## config.mk

```make
export PLATFORM = sky130hd
export DESIGN_NAME = timer_ctrl
export DESIGN_NICKNAME = d
export VERILOG_FILES = /design/src/rtl/timer_ctrl.sv
export SDC_FILE = /design/constraint.sdc
export NUM_CORES = 1
export LEC_CHECK = 0
export BUFFER_PORTS_ARGS = -buffer_cell sky130_fd_sc_hd__buf_4
export CORE_ASPECT_RATIO = 0.6
export CORE_MARGIN = 4
export CORE_UTILIZATION = 42
export DETAILED_ROUTE_END_ITERATION = 10
export GPL_ROUTABILITY_DRIVEN = 0
export PLACE_DENSITY = 0.7
export SYNTH_ARGS = -nofsm -noshare
export SYNTH_HDL_FRONTEND = slang
export SYNTH_SLANG_ARGS = --single-unit
```

## constraint.sdc

```tcl
create_clock -name clk -period 2.5 [get_ports clk]
set_input_delay 0 -clock clk [delete_from_list [all_inputs] [get_ports clk]]
set_output_delay 0 -clock clk [all_outputs]
set_load 0.01 [all_outputs]
```

## src/rtl/timer_ctrl.sv

```systemverilog
// timer_ctrl: pushbutton-driven countdown timer controller with an alarm and a flashing display.
// Define TIMER_CTRL_DEBOUNCE_EN to debounce both buttons over DB_CYCLES clocks.
module timer_ctrl #(
  parameter int DB_CYCLES    = 50000,
  parameter int ALARM_CYCLES = 25000000,
  parameter int FLASH_CYCLES = 2500000
) (
  input  logic       clk,
  input  logic       rstn,
  input  logic       btn_set,
  input  logic       btn_start,
  input  logic       tmr_zero,
  output logic       tmr_load,
  output logic       tmr_en,
  output logic       alarm,
  output logic       disp_blank,
  output logic [2:0] state
);
  localparam logic [2:0] IDLE   = 3'd0;
  localparam logic [2:0] LOADED = 3'd1;
  localparam logic [2:0] RUN    = 3'd2;
  localparam logic [2:0] PAUSE  = 3'd3;
  localparam logic [2:0] ALARM  = 3'd4;
  localparam int AW = $clog2(ALARM_CYCLES + 1);
  localparam int FW = $clog2(FLASH_CYCLES + 1);

  logic [1:0] btn, s1_q, s2_q, vld_q, cond, prev_q, arm_q, ev;
  logic       set_ev, start_ev;

  assign btn = {btn_start, btn_set};

  // arm_q stays low until a button is seen released, so a press held through reset is ignored
  always_ff @(posedge clk) begin
    if (!rstn) begin
      s1_q   <= '0;
      s2_q   <= '0;
      vld_q  <= '0;
      prev_q <= '0;
      arm_q  <= '0;
    end else begin
      s1_q   <= btn;
      s2_q   <= s1_q;
      vld_q  <= {vld_q[0], 1'b1};
      prev_q <= cond;
      arm_q  <= arm_q | ({2{vld_q[1]}} & ~s2_q);
    end
  end

`ifdef TIMER_CTRL_DEBOUNCE_EN
  localparam int DW = $clog2(DB_CYCLES + 1);
  for (genvar i = 0; i < 2; i++) begin : g_db
    logic [DW-1:0] cnt_q;
    logic          c_q;
    always_ff @(posedge clk) begin
      if (!rstn) begin
        cnt_q <= '0;
        c_q   <= 1'b0;
      end else if (s2_q[i] != c_q) begin
        cnt_q <= (cnt_q == DW'(DB_CYCLES - 1)) ? '0 : cnt_q + 1'b1;
        c_q   <= (cnt_q == DW'(DB_CYCLES - 1)) ? s2_q[i] : c_q;
      end else begin
        cnt_q <= '0;
      end
    end
    assign cond[i] = c_q;
  end
`else
  assign cond = s2_q;
`endif

  assign ev       = cond & ~prev_q & arm_q;
  assign set_ev   = ev[0];
  assign start_ev = ev[1];

  logic [2:0]    state_q, state_d;
  logic          load_d, blank_q, blank_d, stay;
  logic [AW-1:0] acnt_q, acnt_d;
  logic [FW-1:0] fcnt_q, fcnt_d;
  logic          load_q, en_q, alarm_q;

  always_comb begin
    state_d = state_q;
    load_d  = 1'b0;
    case (state_q)
      IDLE: begin
        state_d = set_ev ? LOADED : IDLE;
        load_d  = set_ev;
      end
      LOADED: begin
        state_d = (!set_ev && start_ev) ? RUN : LOADED;
        load_d  = set_ev;
      end
      RUN: begin
        state_d = tmr_zero ? ALARM : set_ev ? LOADED : start_ev ? PAUSE : RUN;
        load_d  = !tmr_zero && set_ev;
      end
      PAUSE: begin
        state_d = set_ev ? LOADED : start_ev ? RUN : PAUSE;
        load_d  = set_ev;
      end
      ALARM: state_d = (set_ev || start_ev || acnt_q == AW'(ALARM_CYCLES - 1)) ? IDLE : ALARM;
      default: state_d = IDLE;
    endcase
  end

  // both alarm counters restart from zero on every ALARM entry
  assign stay    = (state_q == ALARM) && (state_d == ALARM);
  assign acnt_d  = stay ? acnt_q + 1'b1 : '0;
  assign fcnt_d  = (stay && fcnt_q != FW'(FLASH_CYCLES - 1)) ? fcnt_q + 1'b1 : '0;
  assign blank_d = stay && (blank_q ^ (fcnt_q == FW'(FLASH_CYCLES - 1)));

  always_ff @(posedge clk) begin
    if (!rstn) begin
      state_q <= IDLE;
      load_q  <= 1'b0;
      en_q    <= 1'b0;
      alarm_q <= 1'b0;
      blank_q <= 1'b0;
      acnt_q  <= '0;
      fcnt_q  <= '0;
    end else begin
      state_q <= state_d;
      load_q  <= load_d;
      en_q    <= state_d == RUN;
      alarm_q <= state_d == ALARM;
      blank_q <= blank_d;
      acnt_q  <= acnt_d;
      fcnt_q  <= fcnt_d;
    end
  end

  assign state      = state_q;
  assign tmr_load   = load_q;
  assign tmr_en     = en_q;
  assign alarm      = alarm_q;
  assign disp_blank = blank_q;
endmodule

```

==> results.sh, run 1 <==
export IMPL_antenna_cells=0
export IMPL_drt_first_pass_iters=4
export IMPL_clk_latency_ps=340
export IMPL_grt_use_total_pct=14.99
export IMPL_place_area_sq_mm=0.002978
export IMPL_instances_no_fill=414
export IMPL_end_kind="flop"
export IMPL_clkSinkCount=64
export IMPL_synth_fp_nets=320
export IMPL_crit_arrival_ps=2530
export IMPL_crit_type="flop to flop"
export IMPL_critPathMaxStageDelay_ps=700
export IMPL_fin_tns_setup_ps=0
export IMPL_placedCellCount=395
export IMPL_clock_tree_buffer_depth=2
export IMPL_die_h_um=71.36
export IMPL_worstSetupStartpointType="flop"
export IMPL_synthArstFlopShare_pct=0
export IMPL_synth_top_cell_area_share_pct=45.59
export IMPL_cp_cell_sequence="ha_1, nand4_2, or4_1, or4_4, a211oi_2"
export IMPL_final_area_sq_mm=0.003238
export IMPL_fin_ws_ps=230.9
export IMPL_crit_family="simple AND/OR/NAND/NOR gates"
export IMPL_synthDistinctLibCells=44
export IMPL_cts_root_buffer="clkbuf_8"
export IMPL_vias=2277
export IMPL_synth_edf_count=0
export IMPL_max_freq_ghz=0.4407
export IMPL_htree_num_levels=3
export IMPL_drt_wirelength_per_cell_um=13.56
export IMPL_route_detailed_drc=0
export IMPL_grt_pass1_wl_mm=9.784
export IMPL_ant_nets=0
export IMPL_die_w_um=113.6
export IMPL_crit_path_top_delay_cell="or4_1"
export IMPL_outcome="complete, no violations"
export IMPL_rsz0062_at_grt="false"
export IMPL_required_ps=2760
export IMPL_coreArea_sq_mm=0.006304
export IMPL_avgSynthCellArea_sq_um=8.978
export IMPL_cap_violations=0
export IMPL_skew_ps=6.814
export IMPL_layout_min_cycle_time_ps=2269
export IMPL_yosysSeqAreaShare_pct=45.59
export IMPL_syn2layout_area_growth_pct=15.23
export IMPL_hpwl_mm=3.865
export IMPL_ctsResizeCount=0
export IMPL_cts_buffers=9
export IMPL_final_nets=333
export IMPL_grt_pass1_vias=2110
export IMPL_synth_main_ff_cell="dfxtp_1"
export IMPL_worst_path_buf_inv=0
export IMPL_syn_cell_area_sq_mm=0.002810
export IMPL_yosysTopAreaCell="dfxtp_1"
export IMPL_antenna_found_initial=0
export IMPL_drive_gt1_share_pct=12.42
export IMPL_whs_path_depth=2
export IMPL_dpl_worst_slack_ps=244.8
export IMPL_dieArea_sq_mm=0.008107
export IMPL_routed_wl_mm=5.613
export IMPL_fin_util_pct=51.37
export IMPL_slew_viol_final=0
export IMPL_yosys_warnings=0
export IMPL_worst_pin_slew_ps=625.9
export IMPL_path_depth=5
export IMPL_hold_class="primary input to flop"
export IMPL_postCtsHoldBufs=4
export IMPL_setup_viol=0
export IMPL_synth_seq_cells=64
export IMPL_synthTopCellsByArea="dfxtp_1 46%, xnor2_1 4.7%, xor2_1 3.7%"
export IMPL_dr_first_iter_drc_count=184
export IMPL_path_clk_slew_ps=70
export IMPL_relSlewSlack_pct=57.89
export IMPL_start_util_pct=44.58
export IMPL_grt_max_degree=49
export IMPL_syn_inst=313
export IMPL_cp_max_fo=7
export IMPL_rows=22
export IMPL_numPortBuffers=11
export IMPL_cts_tree="yes"
export IMPL_ioPinCount=12
export IMPL_layout_common_cells="64 x dfxtp_1, 25 x nor2_1, 20 x nor3_1"
export IMPL_period_share_pct=90.76
export IMPL_r2r_cells=5
export IMPL_peakVddDrop_mv=0.3669
export IMPL_final_common_cell="dfxtp_1"
export IMPL_vias_per_cell=5.500
export IMPL_cts_setup_buffers=0
export IMPL_power_density_mw_per_mm2=628.2
export IMPL_hold_viol=0
export IMPL_leakagePower_nw=0.9787
export IMPL_grt_overflow_total=0
-- registers in the layout, indices dropped and copies added (netlist names), 2 cells and up --
name,flops
state,3
fcnt_q,22
arm_q,2
cond,2
s1_q,2
acnt_q,25
prev_q,2
vld_q,2
-- layer usage --
layer | up-vias | part of all wire, % | global-route usage [%]
met1 | 1042 | 54 | 21.49
met4 | 0 | 1.0 | 4.267
met5 | - | 0 | 0
met2 | 53 | 39 | 20.35
met3 | 6 | 6.1 | 6.329
li1 | 1176 | - | -
-- report_power, final --
group	switching [mW]	total [mW]	internal, mW
clock	0.369	0.978	0.609
sequential	0.00412	1.03	1.03
combinational	0.0104	0.0243	0.0139
total	0.383	2.03	1.65
-- final timing paths --
kind	start	end	slack, ps
max reg2reg	fcnt_q[0]	fcnt_q[20]	230
max	fcnt_q[0]	fcnt_q[20]	230
min reg2reg	vld_q[0]	vld_q[1]	430
min	rstn	vld_q[0]	380
-- kinds of logic (layout without fill, tap and decap cells) --
logic type | count (synthesis) | after routing | synth area share, %
xor gates and xnor gates | 27 | 27 | 8.415
buffers and inverters | 26 | 43 | 4.141
and+or+nand+nor | 149 | 149 | 30.63
AOI/OAI and AO/OA | 45 | 45 | 10.33
adders and majority gates | 2 | 2 | 0.8903
DFF | 64 | 64 | 45.59
-- Yosys cell counts (2+ instances only) --
cell type / instances
or4_1: 12
and3_1: 2
nand4_1: 15
a21oi_1: 14
and3b_1: 2
or3b_2: 2
or3_1: 9
nand2b_1: 2
xor2_1: 12
ha_1: 2
xnor2_1: 15
nand2_1: 16
a211oi_2: 2
o21ai_0: 9
dfxtp_1: 64
or4_4: 2
and4_1: 2
a211oi_1: 5
clkbuf_1: 7
buf_4: 3
o31ai_1: 8
a22oi_1: 2
nand4_2: 2
nand3_1: 14
inv_1: 10
nor4_1: 9
buf_2: 6
nor2_1: 25
nor3_1: 20
and2_1: 6
-- per-stage QoR --
stage / hold slack [ps] / power (mW)
CTS: 355.5 / 2.073
global route: 363.9 / 2.121
detailed placement: 169.1 / 1.074
floorplan: 27.72 / 1.064
finish: 375.1 / 2.034
global placement: 167.4 / 1.074
-- cell type report --
type	count	area [sq um]
fill	602	3065
multi-input combinational	223	1424
sequential	64	1281
timing repair buffer	18	170.2
clock buffer	12	155.1
tap	84	105.1
clock inverter	3	65.06
inverter	10	37.54
No activity file was read; power rests on OpenSTA's default activity.
==> run 2: changes to the inputs <==
Settings changed: CORE_MARGIN 4 to not set, CORE_UTILIZATION 42 to 60, PLACE_DENSITY 0.7 to 0.9.
==> run 2 against run 1 <==
Compared with the run above:
- clock power is 23% lower
- worst hold slack improved by 16 ps
- global-route usage grew 12 points
- die area fell by 39%
- critical path type unchanged
- fmax increased by 1.4%
==> results.sh, run 2 (synthesized netlist as in run 1, its figures left out) <==
export IMPL_outcome="complete, no violations"
export IMPL_required_ps=2760
export IMPL_fin_tns_setup_ps=0
export IMPL_cp_cell_sequence="ha_1, nand4_2, or4_1, or4_4, a211oi_2"
export IMPL_drive_gt1_share_pct=12.16
export IMPL_p_clk_share_pct=41.7
export IMPL_hold_class="primary input to flop"
export IMPL_die_h_um=55.01
export IMPL_largest_register="acnt_q"
export IMPL_drt_first_pass_iters=4
export IMPL_layout_min_cycle_time_ps=2238
export IMPL_r2r_cells=5
export IMPL_grt_pass1_vias=2205
export IMPL_ioPinCount=12
export IMPL_regArea_sq_mm=0.001281
export IMPL_grt_max_degree=37
export IMPL_cts_setup_buffers=0
export IMPL_peakVddDrop_mv=0.3296
export IMPL_dr_first_iter_drc_count=140
export IMPL_syn2layout_area_growth_pct=11.84
export IMPL_worst_path_buf_inv=0
export IMPL_final_nets=334
export IMPL_clock_tree_buffer_depth=2
export IMPL_critPathMaxStageDelay_ps=710
export IMPL_crit_path_top_delay_cell="or4_1"
export IMPL_netSwitchingFraction_pct=20.74
export IMPL_hpwl_mm=4.007
export IMPL_skew_ps=6.319
export IMPL_power_frac_seq_pct=56.9
export IMPL_crit_arrival_ps=2500
export IMPL_cap_violations=0
export IMPL_start_util_pct=65.33
export IMPL_worstHoldStart="rstn"
export IMPL_power_density_mw_per_mm2=577.3
export IMPL_reg2reg_slack_ps=260
export IMPL_layout_common_cells="64 x dfxtp_1, 25 x nor2_1, 20 x nor3_1"
export IMPL_cts_buffers=9
export IMPL_cts_tree="yes"
export IMPL_rows=18
export IMPL_p_int_mw=1.438
export IMPL_multi_input_area_sq_mm=0.001424
export IMPL_max_freq_ghz=0.4469
export IMPL_r2r_end="fcnt_q[20]"
export IMPL_die_w_um=90.35
export IMPL_whs_path_depth=2
export IMPL_ant_nets=0
export IMPL_htree_num_levels=3
export IMPL_rsz0062_at_grt="false"
export IMPL_crit_type="flop to flop"
export IMPL_cp_max_fo=7
export IMPL_clkSinkCount=64
export IMPL_numPortBuffers=11
export IMPL_vias_per_cell=6.172
export IMPL_path_clk_slew_ps=70
export IMPL_startpoint="fcnt_q[0]"
export IMPL_grt_pass1_wl_mm=10.09
export IMPL_cts_root_buffer="clkbuf_8"
export IMPL_final_common_cell="dfxtp_1"
export IMPL_slew_viol_final=0
export IMPL_hold_viol=0
export IMPL_route_detailed_drc=0
export IMPL_fill_cells=321
export IMPL_end_kind="flop"
export IMPL_relSlewSlack_pct=62.83
export IMPL_routed_wl_mm=5.985
export IMPL_min_to="vld_q[0]"
export IMPL_worstSetupStartpointType="flop"
export IMPL_r2r_start="fcnt_q[0]"
export IMPL_leakagePower_nw=0.9532
export IMPL_grt_overflow_total=0
export IMPL_power_mw=1.814
export IMPL_path_depth=5
export IMPL_clk_latency_ps=340
export IMPL_antenna_found_initial=0
export IMPL_p_switching_mw=0.3763
export IMPL_dieArea_sq_mm=0.004970
export IMPL_setup_viol=0
export IMPL_period_share_pct=89.50
export IMPL_grt_use_total_pct=26.95
export IMPL_crit_family="simple AND/OR/NAND/NOR gates"
export IMPL_worst_pin_slew_ps=552.4
export IMPL_largest_reg_flops=25
export IMPL_coreArea_sq_mm=0.004302
export IMPL_drt_wirelength_per_cell_um=15.39
export IMPL_antenna_cells=0
export IMPL_vias=2401
export IMPL_p_comb_share_pct=1.4
run 2: cell count changes in the layout (fill, tap and decap cells not counted), sizes merged:
cell / previous run / this run
buf: 14 / 15
bufinv: 2 / 0
run 2: worst max path at each step:
stage | end | slack, ps
2_1_floorplan | fcnt_q[20] | 440
3_3_place_gp | fcnt_q[20] | 360
3_5_place_dp | fcnt_q[20] | 290
4_1_cts | fcnt_q[20] | 270
5_1_grt | fcnt_q[20] | 170
6_report | fcnt_q[20] | 260
run 2: routing by layer:
| layer | GRT usage [%] | part of all wire [%] | vias to the layer above | wire [um] |
|---|---|---|---|---|
| li1 | - | - | 1175 | - |
| met1 | 33.84 | 47 | 1125 | 2839 |
| met2 | 45.80 | 44 | 93 | 2655 |
| met3 | 8.197 | 6.9 | 8 | 410 |
| met4 | 9.140 | 1.3 | 0 | 80 |
| met5 | 0 | 0 | - | 0 |
run 2: what timing repair did:
action	CTS	global route
hold buffers	4	0
gates resized for setup	0	0
hold endpoints to repair	8	0
run 2: layout make-up:
type | count | share of cell area, %
Timing Repair Buffer | 19 | 5.255
Multi-Input combinational cell | 223 | 45.30
Inverter | 10 | 1.194
Tap cell | 60 | 2.389
Sequential cell | 64 | 40.76
Clock buffer | 12 | 4.936
Clock inverter | 1 | 0.1592
run 2: per-stage QoR:
stage	setup slack [ps]	hold slack (ps)	utilization, %	area (sq um)	instances
3_3_place_gp	358.2	164.8	68.41	2943	372
5_1_grt	167.4	384.8	73.07	3143	389
2_1_floorplan	438.5	27.72	-	2810	313
3_5_place_dp	292.1	169.5	68.41	2943	372
4_1_cts	271.7	355.0	73.07	3143	389
6_report	262.4	391.4	73.07	3143	389
run 2: power by group through the flow:
stage | Sequential, mW | Clock [mW] | Combinational [mW]
finish | 1.03 | 0.757 | 0.0251
global route | 1.03 | 0.812 | 0.0275
CTS | 1.03 | 0.764 | 0.0245
detailed placement | 1.06 | 0 | 0.0193
global placement | 1.05 | 0 | 0.0188
floorplan | 1.05 | 0 | 0.0102
run 2: worst register-to-register path, delay by kind of cell, from the launching register on:
family / cells / cell delay [ps]
DFF: 1 / 360
and+or+nand+nor: 3 / 1350
AOI/OAI and AO/OA: 1 / 210
adders and majority gates: 1 / 250
==> run 3: changes to the inputs <==
Clock period 2.5 ns to 2.7 ns, I/O delays scaled along.
==> run 3 against run 2 <==
Compared with the run above:
- critical path type unchanged
- sequential share of layout area down 0.54 points
- largest power group unchanged
- wire length down 2.7%
- final cell count up 0.26%
- non-clock buffer count down 2
- combinational power down 8.0%
- global-route usage down 1.4 points
- die area unchanged
==> results.sh, run 3 (synthesized netlist as in run 1, its figures left out) <==
export IMPL_fill_cells=291
export IMPL_worstSetupStartpointType="flop"
export IMPL_crit_type="flop to flop"
export IMPL_period_share_pct=83.34
export IMPL_coreArea_sq_mm=0.004302
export IMPL_layout_min_cycle_time_ps=2250
export IMPL_cp_cell_sequence="ha_1, nand4_2, or4_1, or4_4, a211oi_2"
export IMPL_grt_overflow_total=0
export IMPL_relSlewSlack_pct=67.79
export IMPL_rows=18
export IMPL_crit_arrival_ps=2520
export IMPL_final_common_cell="dfxtp_1"
export IMPL_hold_viol=0
export IMPL_cts_root_buffer="clkbuf_8"
export IMPL_dpl_worst_slack_ps=457.7
export IMPL_routed_wl_mm=5.825
export IMPL_final_nets=332
export IMPL_ant_nets=0
export IMPL_htree_num_levels=3
export IMPL_clk_latency_ps=350
export IMPL_cts_tree="yes"
export IMPL_antenna_cells=0
export IMPL_grt_pass1_vias=2061
export IMPL_crit_path_top_delay_cell="or4_1"
export IMPL_rsz0062_at_grt="false"
export IMPL_die_h_um=55.01
export IMPL_antenna_found_initial=0
export IMPL_skew_ps=5.809
export IMPL_layout_common_cells="64 x dfxtp_1, 25 x nor2_1, 20 x nor3_1"
export IMPL_power_density_mw_per_mm2=585.3
export IMPL_largest_reg_flops=25
export IMPL_dr_first_iter_drc_count=148
export IMPL_ctsResizeCount=0
export IMPL_cp_max_fo=7
export IMPL_hold_class="primary input to flop"
export IMPL_final_area_sq_mm=0.003186
export IMPL_path_clk_slew_ps=70
export IMPL_outcome="complete, no violations"
export IMPL_start_util_pct=65.33
export IMPL_hpwl_mm=3.826
export IMPL_slew_viol_final=0
export IMPL_vias_per_cell=6.049
export IMPL_worst_pin_slew_ps=478.7
export IMPL_grt_pass1_wl_mm=9.673
export IMPL_max_freq_ghz=0.4444
export IMPL_fin_tns_setup_ps=0
export IMPL_die_w_um=90.35
export IMPL_peakVddDrop_mv=0.3707
export IMPL_drt_wirelength_per_cell_um=14.94
export IMPL_hold_slack_ps=359.6
export IMPL_place_area_sq_mm=0.002928
export IMPL_vias=2359
export IMPL_drt_first_pass_iters=4
export IMPL_fin_ws_ps=449.8
export IMPL_leakagePower_nw=0.9721
export IMPL_cap_violations=0
export IMPL_ioPinCount=12
export IMPL_syn2layout_area_growth_pct=13.36
export IMPL_regArea_sq_mm=0.001281
export IMPL_cts_buffers=9
export IMPL_numPortBuffers=11
export IMPL_fin_util_pct=74.05
export IMPL_worst_path_buf_inv=0
export IMPL_critPathMaxStageDelay_ps=690
export IMPL_drive_gt1_share_pct=12.42
export IMPL_required_ps=2970
export IMPL_crit_family="simple AND/OR/NAND/NOR gates"
export IMPL_largest_register="acnt_q"
export IMPL_route_detailed_drc=0
export IMPL_setup_viol=0
export IMPL_grt_use_total_pct=25.52
export IMPL_grt_max_degree=37
export IMPL_clock_tree_buffer_depth=2
export IMPL_end_kind="flop"
export IMPL_dieArea_sq_mm=0.004970
export IMPL_clkSinkCount=64
export IMPL_multi_input_area_sq_mm=0.001424
[run 3: cell count changes in the layout (fill, tap and decap cells not counted), sizes merged]
cell	before	now
bufinv	0	1
clkbuf	12	14
buf	15	13
[run 3: power breakdown]
part           internal [mW]  switching (mW)
Sequential             0.952         0.00410
Clock                  0.526           0.360
Combinational         0.0129          0.0102
Total                   1.49           0.374
[run 3: what timing repair did]
action / CTS / global route
hold endpoints to repair: 7 / 0
buffers inserted: 0 / 0
hold buffers: 4 / 0
[run 3: layout make-up]
cell class,count,share of cell area [%]
inverters,10,1.178
repair buffers,17,4.713
clock buffers,14,5.734
multi-input cells,223,44.70
well taps,60,2.357
flip-flops and latches,64,40.22
clock inverters,2,1.100
[run 3: stage by stage]
step / total power [mW] / cells
finish: 1.865 / 390
global placement: 0.9938 / 370
CTS: 1.869 / 390
global route: 1.910 / 390
detailed placement: 0.9948 / 370
floorplan: 0.9853 / 313
[run 3: layer usage]
layer | track usage (%) | wire [um] | vias to the layer above
li1 | - | - | 1173
met5 | 0 | 0 | -
met1 | 34.24 | 2959 | 1108
met2 | 39.19 | 2446 | 73
met3 | 8.743 | 382 | 5
met4 | 8.602 | 36 | 0
[run 3: path summary, 6_finish.rpt]
| check | endpoint | cells after the start | slack, ps | start |
|---|---|---|---|---|
| max reg2reg | fcnt_q[20] | 5 | 450 | fcnt_q[0] |
| max | fcnt_q[20] | 5 | 450 | fcnt_q[0] |
| min reg2reg | cond[1] | 1 | 440 | s1_q[1] |
| min | vld_q[0] | 2 | 360 | rstn |
[run 3: worst reg2reg max path: cells and delay by family, from the launching register on]
family	cells	cell delay, ps
DFF	1	370
and+or+nand+nor	3	1330
AOI/OAI and AO/OA	1	230
adders and majority gates	1	250
